### src/rtl/pipe_pkg.sv
// Shared definitions for the elastic pipeline stage registers.
package pipe_pkg;

  localparam logic [15:0] NOP_INSTR = 16'h1000;

  typedef enum logic [1:0] {
    ST_EMPTY = 2'd0,
    ST_ONE   = 2'd1,
    ST_TWO   = 2'd2
  } stage_state_e;

  // Payload bundle widths for the four inter-stage registers
  localparam int unsigned IF_ID_W  = 32'd48;
  localparam int unsigned ID_EX_W  = 32'd96;
  localparam int unsigned EX_MEM_W = 32'd72;
  localparam int unsigned MEM_WB_W = 32'd40;

  function automatic logic [1:0] occ_of(input stage_state_e st);
    logic [1:0] occ;
    case (st)
      ST_EMPTY: occ = 2'd0;
      ST_ONE:   occ = 2'd1;
      ST_TWO:   occ = 2'd2;
      default:  occ = 2'd0;
    endcase
    return occ;
  endfunction

endpackage

### src/rtl/pipe_stage_ctrl.sv
// Handshake FSM for the elastic stage: tracks occupancy and steers the main/skid
// register loads.
module pipe_stage_ctrl
  import pipe_pkg::*;
#(
  parameter bit SKID = 1'b1
) (
  input  logic       clk,
  input  logic       rst,
  input  logic       flush_i,
  input  logic       in_valid_i,
  input  logic       out_ready_i,
  output logic       in_ready_o,
  output logic       out_valid_o,
  output logic [1:0] occupancy_o,
  output logic       load_main_o,
  output logic       load_skid_o,
  output logic       main_from_skid_o
);

  stage_state_e state_q, state_d;
  logic         in_ready_q;
  logic         in_fire_s, out_fire_s;

  assign out_valid_o = (state_q != ST_EMPTY);
  assign occupancy_o = occ_of(state_q);
  assign in_fire_s   = in_valid_i & in_ready_o;
  assign out_fire_s  = out_valid_o & out_ready_i;

  // Without a skid entry the stage may only accept while the head is leaving
  always_comb begin
    if (SKID) begin
      in_ready_o = in_ready_q;
    end else begin
      in_ready_o = ~out_valid_o | out_ready_i;
    end
  end

  // Next state and register-load steering
  always_comb begin
    state_d          = state_q;
    load_main_o      = 1'b0;
    load_skid_o      = 1'b0;
    main_from_skid_o = 1'b0;
    if (flush_i) begin
      state_d = ST_EMPTY;
    end else begin
      case (state_q)
        ST_EMPTY: begin
          if (in_fire_s) begin
            state_d     = ST_ONE;
            load_main_o = 1'b1;
          end else begin
            state_d = ST_EMPTY;
          end
        end
        ST_ONE: begin
          if (in_fire_s && out_fire_s) begin
            state_d     = ST_ONE;
            load_main_o = 1'b1;
          end else if (out_fire_s) begin
            state_d = ST_EMPTY;
          end else if (in_fire_s && SKID) begin
            state_d     = ST_TWO;
            load_skid_o = 1'b1;
          end else begin
            state_d = ST_ONE;
          end
        end
        ST_TWO: begin
          if (out_fire_s) begin
            state_d          = ST_ONE;
            load_main_o      = 1'b1;
            main_from_skid_o = 1'b1;
          end else begin
            state_d = ST_TWO;
          end
        end
        default: state_d = ST_EMPTY;
      endcase
    end
  end

  // State register; in_ready is registered so out_ready never reaches it combinationally
  always_ff @(posedge clk) begin
    if (rst) begin
      state_q    <= ST_EMPTY;
      in_ready_q <= 1'b1;
    end else begin
      state_q    <= state_d;
      in_ready_q <= (state_d != ST_TWO);
    end
  end

endmodule

### src/rtl/pipe_stage_elastic.sv
// Valid/ready elastic pipeline stage with optional 2-entry skid buffer and flush.
// Drives BUBBLE on out_data whenever no payload is held.
module pipe_stage_elastic
  import pipe_pkg::*;
#(
  parameter int unsigned      WIDTH  = 32'd16,
  parameter logic [WIDTH-1:0] BUBBLE = WIDTH'(NOP_INSTR),
  parameter bit               SKID   = 1'b1
) (
  input  logic             clk,
  input  logic             rst,
  input  logic             in_valid,
  output logic             in_ready,
  input  logic [WIDTH-1:0] in_data,
  input  logic             flush,
  output logic             out_valid,
  input  logic             out_ready,
  output logic [WIDTH-1:0] out_data,
  output logic [1:0]       occupancy
);

  logic [WIDTH-1:0] main_q, main_d;
  logic [WIDTH-1:0] skid_q, skid_d;
  logic             load_main_s, load_skid_s, main_from_skid_s;

  pipe_stage_ctrl #(.SKID(SKID)) u_ctrl (
    .clk              (clk),
    .rst              (rst),
    .flush_i          (flush),
    .in_valid_i       (in_valid),
    .out_ready_i      (out_ready),
    .in_ready_o       (in_ready),
    .out_valid_o      (out_valid),
    .occupancy_o      (occupancy),
    .load_main_o      (load_main_s),
    .load_skid_o      (load_skid_s),
    .main_from_skid_o (main_from_skid_s)
  );

  // Payload register next values; main refills from skid to preserve FIFO order
  always_comb begin
    main_d = main_q;
    skid_d = skid_q;
    if (load_main_s) begin
      if (main_from_skid_s) begin
        main_d = skid_q;
      end else begin
        main_d = in_data;
      end
    end else begin
      main_d = main_q;
    end
    if (load_skid_s) begin
      skid_d = in_data;
    end else begin
      skid_d = skid_q;
    end
  end

  // Payload registers
  always_ff @(posedge clk) begin
    if (rst) begin
      main_q <= {WIDTH{1'b0}};
      skid_q <= {WIDTH{1'b0}};
    end else begin
      main_q <= main_d;
      skid_q <= skid_d;
    end
  end

  // Head payload or bubble
  always_comb begin
    if (out_valid) begin
      out_data = main_q;
    end else begin
      out_data = BUBBLE;
    end
  end

endmodule
### config.mk
export PLATFORM = sky130hd
export DESIGN_NAME = pipe_stage_elastic
export DESIGN_NICKNAME = d
export VERILOG_FILES = /design/src/rtl/pipe_pkg.sv /design/src/rtl/pipe_stage_ctrl.sv /design/src/rtl/pipe_stage_elastic.sv
export SDC_FILE = /design/constraint.sdc
export NUM_CORES = 1
export LEC_CHECK = 0
export BUFFER_PORTS_ARGS = -buffer_cell sky130_fd_sc_hd__buf_2
export CORE_MARGIN = 1
export CORE_UTILIZATION = 57
export DETAILED_ROUTE_END_ITERATION = 7
export PLACE_DENSITY = 0.84
export REMOVE_ABC_BUFFERS = 1
export SLEW_MARGIN = 30
export SYNTH_ARGS = -nofsm -noshare
export SYNTH_HDL_FRONTEND = slang
export SYNTH_SLANG_ARGS = --single-unit
### constraint.sdc
create_clock -name clk -period 6.4 [get_ports clk]
set_clock_uncertainty 0.2 [all_clocks]
set_input_delay 0.96 -clock clk [delete_from_list [all_inputs] [get_ports clk]]
set_output_delay 0.96 -clock clk [all_outputs]
set_load 0.01 [all_outputs]
# Yosys cells after proc, flatten, opt, wreduce, memory -nomap -nowiden
# Cells that the tools add are included.
word_totals:
  reg_bits: 35
  latch_bits: 0
  ramBits: 0
  rom_bits: 0
  inputBits: 21
  out_inout_bits: 20
  elab_cells: 33
  mem_count: 0
op_classes:
  addsub: 0
  mul: 0
  div_mod_pow: 0
  magnitude_cmp: 0
  n_eq_ne: 3
  shifts: 0
  n_mux: 21
  n_bitwise: 2
  n_reduce_logical: 3
op_table:
  columns: ["operator", "n"]
  rows:
  - ["16-bit 2-to-1 mux", 2]
  - ["1-bit 2-to-1 mux", 11]
  - ["2-bit 2-to-1 mux", 5]
  - ["2-bit case mux with 3 select lines", 1]
  - ["2-bit case mux with 2 select lines", 1]
  - ["1-bit case mux with 3 select lines", 1]
  - ["1-bit bitwise AND", 2]
  - ["2-bit by 1-bit == test with 1-bit output, second input constant", 1]
  - ["2-bit == test, second input constant", 1]
  - ["2-bit zero test", 1]
  - ["2-bit != test, second input constant", 1]
  - ["2-bit nonzero test", 1]
  - ["1-bit logical AND", 1]

# Logic depth before layout (Yosys ltp)
# Gate-level depths: netlist of the first run.
depth:
  word_depth: 7
  depth_mapped: 10
  depth_no_buf: 7

# Modules after synthesis
# A second synthesis of the first run with hierarchy kept.
hier_totals:
  cells_unflattened: 162
  area_unflattened_um2: 1595.3
modules_own_cells:
  columns: ["mod", "n_inst", "cells_per_inst", "area_per_inst_um2", "seq_area_each_um2"]
  rows:
  - ["pipe_stage_elastic", 1, 139, 1377.6, 640.6]
  - ["pipe_stage_ctrl", 1, 23, 217.7, 60.1]

# Worst setup path before layout of the first run
# OpenSTA, ideal clock, no wires.
synth_path:
  path_type: "input to register"
  start: "input in_valid"
  end: "register main_q[10]"
  arrival_ns: 2.149
  required_ns: 6.114
  setup_slack_ns: 3.966
  cell_stages: 6
  path_cell_list: "and2_1 -> ha_1 -> and4bb_4 -> a211o_4 -> buf_6 -> a211oi_1"
synth_via:
  elab_chain_len: 5
  word_cells_on_any_way: 6
synth_lines:
  columns: ["element", "line", "text"]
  rows:
  - ["start: declaration", "pipe_stage_elastic.sv:12", "input logic in_valid,"]
  - ["1-bit bitwise AND (*)", "pipe_stage_ctrl.sv:27", "assign in_fire_s = in_valid_i & in_ready_o;"]
  - ["1-bit logical AND", "pipe_stage_ctrl.sv:58", "if (in_fire_s && out_fire_s) begin"]
  - ["1-bit 2-to-1 mux", "pipe_stage_ctrl.sv:58", null]
  - ["1-bit case mux with 3 select lines (*)", "pipe_stage_ctrl.sv:48", "case (state_q)"]
  - ["1-bit 2-to-1 mux (*)", "pipe_stage_ctrl.sv:45", "if (flush_i) begin"]
  - ["end signal: assignment", "pipe_stage_elastic.sv:63", "main_q <= {WIDTH{1'b0}};"]
  - ["end signal: assignment", "pipe_stage_elastic.sv:66", "main_q <= main_d;"]
  - ["end: declaration", "pipe_stage_elastic.sv:22", "logic [WIDTH-1:0] main_q, main_d;"]
# Every way passes the cells marked *; elsewhere a longest branch is shown, timed or not.
# A chain may end at the register's enable or synchronous reset.

# Final worst setup path of the first run
layout_path:
  start: "register u_ctrl.state_q[0]"
  end: "output out_data[12]"
layout_via:
  elab_chain_len: 2
layout_lines:
  columns: ["element", "line", "text"]
  rows:
  - ["start: declaration", "pipe_stage_ctrl.sv:21", "stage_state_e state_q, state_d;"]
  - ["start signal: assignment", "pipe_stage_ctrl.sv:90", "state_q <= state_d;"]
  - ["2-bit nonzero test", "pipe_stage_ctrl.sv:25", "assign out_valid_o = (state_q != ST_EMPTY);"]
  - ["16-bit 2-to-1 mux", "pipe_stage_elastic.sv:73", "if (out_valid) begin"]
  - ["end: declaration", "pipe_stage_elastic.sv:18", "output logic [WIDTH-1:0] out_data,"]
# Every way passes these cells.

==> impl_metrics.tcl, run 1 <==
set metrics [dict create \
    status "finished with violations" \
    violations "DRC" \
    fmax_mhz 344 \
    drc 6 \
    synth_most_common_cell "dfxtp_1" \
    worst-path-buf-inv 1 \
    grt_antenna_before_repair 0 \
    async_flop_share_pct 0 \
    cts_tree "yes" \
    stdcell_area_um2 1980 \
    ctsResizeCount 0 \
    p_sw_share_pct 25.4 \
    via_per_inst 6.12 \
    fin_util_pct 70.0 \
    drv_cap 0 \
    ant_nets 0 \
    slowest_delay_ns 0.61 \
    p_comb_share_pct 12.6 \
    n_fill_cell 219 \
    pwr-share-seq_pct 55.0 \
    relSlewSlack_pct 50.1 \
    synth_adder_area_share_pct 1.44 \
    fp.dieH_um 57.2 \
    yosys.area_share.simple_pct 19.5 \
    wirelength_mm 3.84 \
    drt_iter0_markers 67 \
    crit_chain "nor2_2 > or2_2 > buf_2" \
    synth_top_family_by_area "compound AO/OA/AOI/OAI gates" \
    grtUsageTotal_pct 25.8 \
    switchingPower_w 0.000107 \
    drive_gt1_share_pct 26.1 \
    critical_path_class "flop to output port" \
    holdBufCountCts 0 \
    regArea_um2 701 \
    cts.path.max_buffers 2 \
    slew_violations 0 \
    grt_max_degree 35 \
    ys_ff_latch 35 \
    synth_edf_count 0 \
    period_share_pct 45.4 \
    cp_max_fo 18 \
    wire_per_inst_um 15.2 \
    postPlaceCellArea_um2 1910 \
    io_pins 41 \
    cts_buffers 5 \
    power.clock.fraction_pct 32.3 \
    netlist_area_um2 1740 \
    place_congestion 0.712 \
    cts.sinks 35 \
    fp.dieArea_um2 3270 \
    synth-xor-area-share_pct 0 \
    cts_max_level 2 \
    synth_common_cells "dfxtp_1, nand2_1, a211oi_1, nor2b_1" \
    dp_hpwl_mm 2.56 \
    cp_slowest_cell "nor2_2" \
    initial_utilization_pct 61.3 \
    hold_violations 0 \
    syn_inst 191 \
    multi_input_area_um2 942 \
    worstSetupStartpointType "flop" \
    syn_to_final_growth_pct 14.1 \
    post_cts.repair.setup_buffers 0 \
    synth_warnings 0 \
    avgSynthCellArea_um2 9.09 \
    grt_pass1_vias 1433 \
    num_antenna_cells 0 \
    drtPass1Iterations 6 \
    worstMarginPinSlew_ns 0.744 \
    synth_cell_type_count 28 \
    synthMuxAreaShare_pct 9.23 \
    hold_class "flop to flop" \
    setup_viol 0 \
    critical_path_required_ns 5.24 \
    fp.dieW_um 57.2 \
    synth_top_area_share_pct 40.4 \
    clock_latency_ns 0.34 \
    synth_compound_area_share_pct 22.7 \
    grt_pass1_wl_mm 6.42 \
    yosys_most_used_dff "dfxtp_1" \
    worst_ep_arrival_time_ns 1.74 \
    core_um2 2830 \
    totalPowerFinal_w 0.000423 \
    grt_overflow 0 \
    synthTopCellsByArea "dfxtp_1, mux2i_1, a2111oi_0" \
    cpLargestDelayFamily "simple AND/OR/NAND/NOR gates" \
    rows 19 \
    rsz0062_at_grt "false" \
    p_int_w 0.000316 \
    peakVddDrop_mv 0.127 \
    power_leakage_nw 0.719 \
    finalCriticalPeriod_ns 2.90 \
    vias 1549 \
    synth_top_area_cell "dfxtp_1" \
    powerDensity_nw_per_um2 214 \
    critPathCaptureType "output port" \
    root_buffer "clkbuf_4" \
    port_buffers 40 \
    fin_nets 244 \
    setup_tns_ns 0 \
    ys_seq_area_share_pct 40.4 \
    path_clk_slew_ns 0.10 \
]
==> registers in the layout, indices dropped and copies added (netlist names) <==
signal and cells:
main_q 16, skid_q 16, u_ctrl.in_ready_o 1, u_ctrl.state_q 2
==> tightest hold or removal path, delay by kind of cell, from the launching register on <==
kind | cells | cell delay [ns]
flip-flops | 1 | 0.32
AO/OA/AOI/OAI | 1 | 0.05
AND/OR/NAND/NOR | 1 | 0.05
==> layout make-up <==
type,instances,area share [%]
multi-input cells,133,47.6
flip-flops and latches,35,35.4
repair buffers,42,10.9
clock buffers,8,3.47
well taps,31,1.96
inverters,4,0.758
==> routing by layer <==
| layer | track usage (%) | part of all wire, % | up-vias |
|---|---|---|---|
| li1 | - | - | 752 |
| met2 | 42.5 | 50 | 50 |
| met1 | 30.1 | 43 | 737 |
| met4 | 13.2 | 1.6 | 0 |
| met3 | 8.39 | 5.5 | 10 |
| met5 | 0 | 0 | - |
==> layout by cell type (no fill, tap or decap) <==
master     Yosys  layout
buf_2          3      40
dfxtp_1       35      35
nand2_1       32      32
nor2b_1       17      17
a211oi_1      17      17
a21oi_1       16      16
mux2i_1       16      16
a2111oi_0     15      15
clkbuf_4       0       5
inv_1          4       4
and2_1         2       2
and4bb_4       2       2
ha_1           2       2
clkbuf_8       0       2
buf_4          3       2
nor2_2         0       1
nor2_1         2       1
or2_2          1       1
nor4bb_2       0       1
nand4bb_1      1       1
a21boi_0       1       1
nor4_1         1       1
or3b_2         1       1
nand3b_1       1       1
o31ai_1        1       1
nor4bb_4       0       1
a211o_4        1       1
a2111oi_1      1       1
a211oi_2       1       1
clkbuf_1      10       1
==> logic make-up (layout without fill, tap and decap cells) <==
logic type | after synthesis | in the layout
compound gates | 53 | 53
mux | 16 | 16
flops | 35 | 35
buf+inv | 23 | 54
simple gates | 62 | 62
fa+ha+maj | 2 | 2
==> per-stage QoR <==
step	hold slack, ns	worst slack, ns	std cells
global route	0.278	3.39	253
finish	0.262	3.50	253
floorplan	0.230	1.25	172
global placement	0.241	3.55	245
CTS	0.264	3.14	253
detailed placement	0.250	3.28	245
==> power groups by stage <==
stage / registers [W] / logic, W / clock network [W]
2_1_floorplan: 0.000236 / 0.0000315 / 0
3_3_place_gp: 0.000237 / 0.0000503 / 0
3_5_place_dp: 0.000238 / 0.0000530 / 0
4_1_cts: 0.000233 / 0.0000531 / 0.000139
5_1_grt: 0.000234 / 0.0000589 / 0.000151
6_report: 0.000233 / 0.0000533 / 0.000137
==> worst paths after layout <==
path | from | end | slack (ns) | cells after the start
hold reg to reg | skid_q[3]$_SDFFE_PP0P_ | skid_q[3]$_SDFFE_PP0P_ | 0.26 | 2
setup reg to reg | u_ctrl.state_q[0]$_SDFF_PP0_ | skid_q[10]$_SDFFE_PP0P_ | 3.58 | 7
hold / removal | skid_q[3]$_SDFFE_PP0P_ | skid_q[3]$_SDFFE_PP0P_ | 0.26 | 2
setup / recovery | u_ctrl.state_q[0]$_SDFF_PP0_ | out_data[12] | 3.50 | 3
Power figures use the tool's default switching activity.
==> run 2: changes to the inputs <==
- CORE_UTILIZATION: 57 -> 48
- PLACE_DENSITY: 0.84 -> 0.75
- clock period: 6.4 -> 2.5 ns (I/O delays scaled with it)
==> run 2 against run 1 <==
  * The flow now finishes without violations
  * Routed wire length fell by 5.6%
  * Worst hold slack worse by 0.21 ns
  * First-iteration DRC count increased by 3.0%
  * Critical path type unchanged
==> impl_metrics.tcl, run 2 (synthesis results as in run 1) <==
set metrics [dict create \
    path_clk_slew_ns 0.11 \
    grt_antenna_before_repair 0 \
    num_antenna_cells 0 \
    n_fill_cell 318 \
    cts_buffers 5 \
    fp.dieW_um 62.1 \
    multi_input_area_um2 940 \
    grtUsageTotal_pct 20.2 \
    drive_gt1_share_pct 27.1 \
    setup_viol 0 \
    grt_max_degree 35 \
    slew_violations 0 \
    cts.path.max_buffers 2 \
    core_um2 3390 \
    hold_path_depth 3 \
    cts.sinks 35 \
    rows 21 \
    grt_overflow 0 \
    reg_top3 "main_q x16, skid_q x16, u_ctrl.state_q x2" \
    syn_to_final_growth_pct 16.1 \
    critical_path_required_ns 1.92 \
    peakVddDrop_mv 0.375 \
    root_buffer "clkbuf_4" \
    cts_tree "yes" \
    post_cts.repair.setup_buffers 0 \
    ctsResizeCount 0 \
    worstSetupStartpointType "flop" \
    place_inst 264 \
    hold_violations 0 \
    initial_utilization_pct 51.2 \
    drv_cap 0 \
    finalCriticalPeriod_ns 2.25 \
    final_cell_mix "buf_2, dfxtp_1, nand2_1" \
    vias 1473 \
    critPathCaptureType "output port" \
    cp_max_fo 17 \
    worstMarginPinSlew_ns 0.630 \
    wire_per_inst_um 13.4 \
    r2r-start "u_ctrl.state_q[0]$_SDFF_PP0_" \
    fin_util_pct 59.4 \
    final_cells 271 \
    cts_max_level 2 \
    hold_class "input port to flop" \
    rr_endpoint "main_q[7]$_SDFFE_PP0P_" \
    fin_nets 248 \
    regArea_um2 701 \
    min_to "skid_q[12]$_SDFFE_PP0P_" \
    min_from "in_data[12]" \
    status "finished clean" \
    drt_iter0_markers 69 \
    relSlewSlack_pct 58.0 \
    grt_pass1_vias 1388 \
    dp_hpwl_mm 2.35 \
    drc 0 \
    rsz0062_at_grt "false" \
    fmax_mhz 444 \
    worst_ep_arrival_time_ns 1.68 \
    powerDensity_nw_per_um2 521 \
    ff2ff_setup_slack_ns 0.38 \
    via_per_inst 5.44 \
    drtPass1Iterations 4 \
    critical_path_class "flop to output port" \
    fp.dieH_um 62.1 \
    power_leakage_nw 0.732 \
    place_congestion 0.774 \
    port_buffers 40 \
    totalPowerFinal_w 0.00105 \
    wirelength_mm 3.63 \
    final_common_cell "buf_2" \
    ff2ff_path_depth 6 \
    holdBufCountCts 0 \
    setup_tns_ns 0 \
    fp.dieArea_um2 3860 \
    io_pins 41 \
    ant_nets 0 \
    grt_pass1_wl_mm 6.13 \
    clock_latency_ns 0.35 \
    period_share_pct 90.0 \
]
[run 2: cell count changes in the layout (fill, tap and decap cells not counted), sizes merged]
cell | previous run | this run
clkbuf | 8 | 6
buf | 42 | 46
clkinv | 0 | 1
[run 2: worst max path at each step]
stage,start,to,slack [ns]
final,u_ctrl.state_q[0]$_SDFF_PP0_,out_data[12],0.25
after global routing,u_ctrl.state_q[0]$_SDFF_PP0_,out_data[12],0.16
after CTS,u_ctrl.state_q[0]$_SDFF_PP0_,out_data[12],0.25
after detailed placement,u_ctrl.state_q[0]$_SDFF_PP0_,main_q[7]$_SDFFE_PP0P_,0.43
after global placement,in_valid,main_q[2]$_SDFFE_PP0P_,0.49
after floorplan,u_ctrl.state_q[0]$_SDFF_PP0_,main_q[6]$_SDFFE_PP0P_,-2.07
[run 2: layer usage]
layer | up-vias | track usage, % | routed length (um)
li1 | 764 | - | -
met1 | 658 | 24.9 | 1770
met2 | 47 | 33.1 | 1620
met3 | 4 | 6.07 | 207
met4 | 0 | 7.27 | 29
met5 | - | 0 | 0
[run 2: worst max-delay path, stage by stage, from the launching register on]
cell and delay, ns:
dfxtp_1 0.57, nor2_1 0.13, buf_4 0.22, or2_2 0.28, buf_2 0.14
[run 2: area by class of cell]
cell class	count	area share [%]
multi-input combinational	133	46.6
sequential	35	34.8
timing repair buffer	46	12.2
tap	46	2.86
clock buffer	6	2.55
inverter	4	0.745
clock inverter	1	0.248
[run 2: power by group]
group          internal (W)  switching [W]
logic             0.0000631      0.0000744
registers          0.000582      0.0000134
clock network      0.000130       0.000186
total              0.000775       0.000274
[run 2: per-stage QoR]
| stage | worst slack [ns] | area, um^2 | hold slack (ns) |
|---|---|---|---|
| 3_5_place_dp | 0.428 | 1960 | 0.246 |
| 6_report | 0.250 | 2010 | 0.0550 |
| 2_1_floorplan | -2.07 | 1630 | 0.230 |
| 4_1_cts | 0.248 | 2010 | 0.0496 |
| 3_3_place_gp | 0.490 | 1960 | 0.242 |
| 5_1_grt | 0.156 | 2010 | 0.0563 |
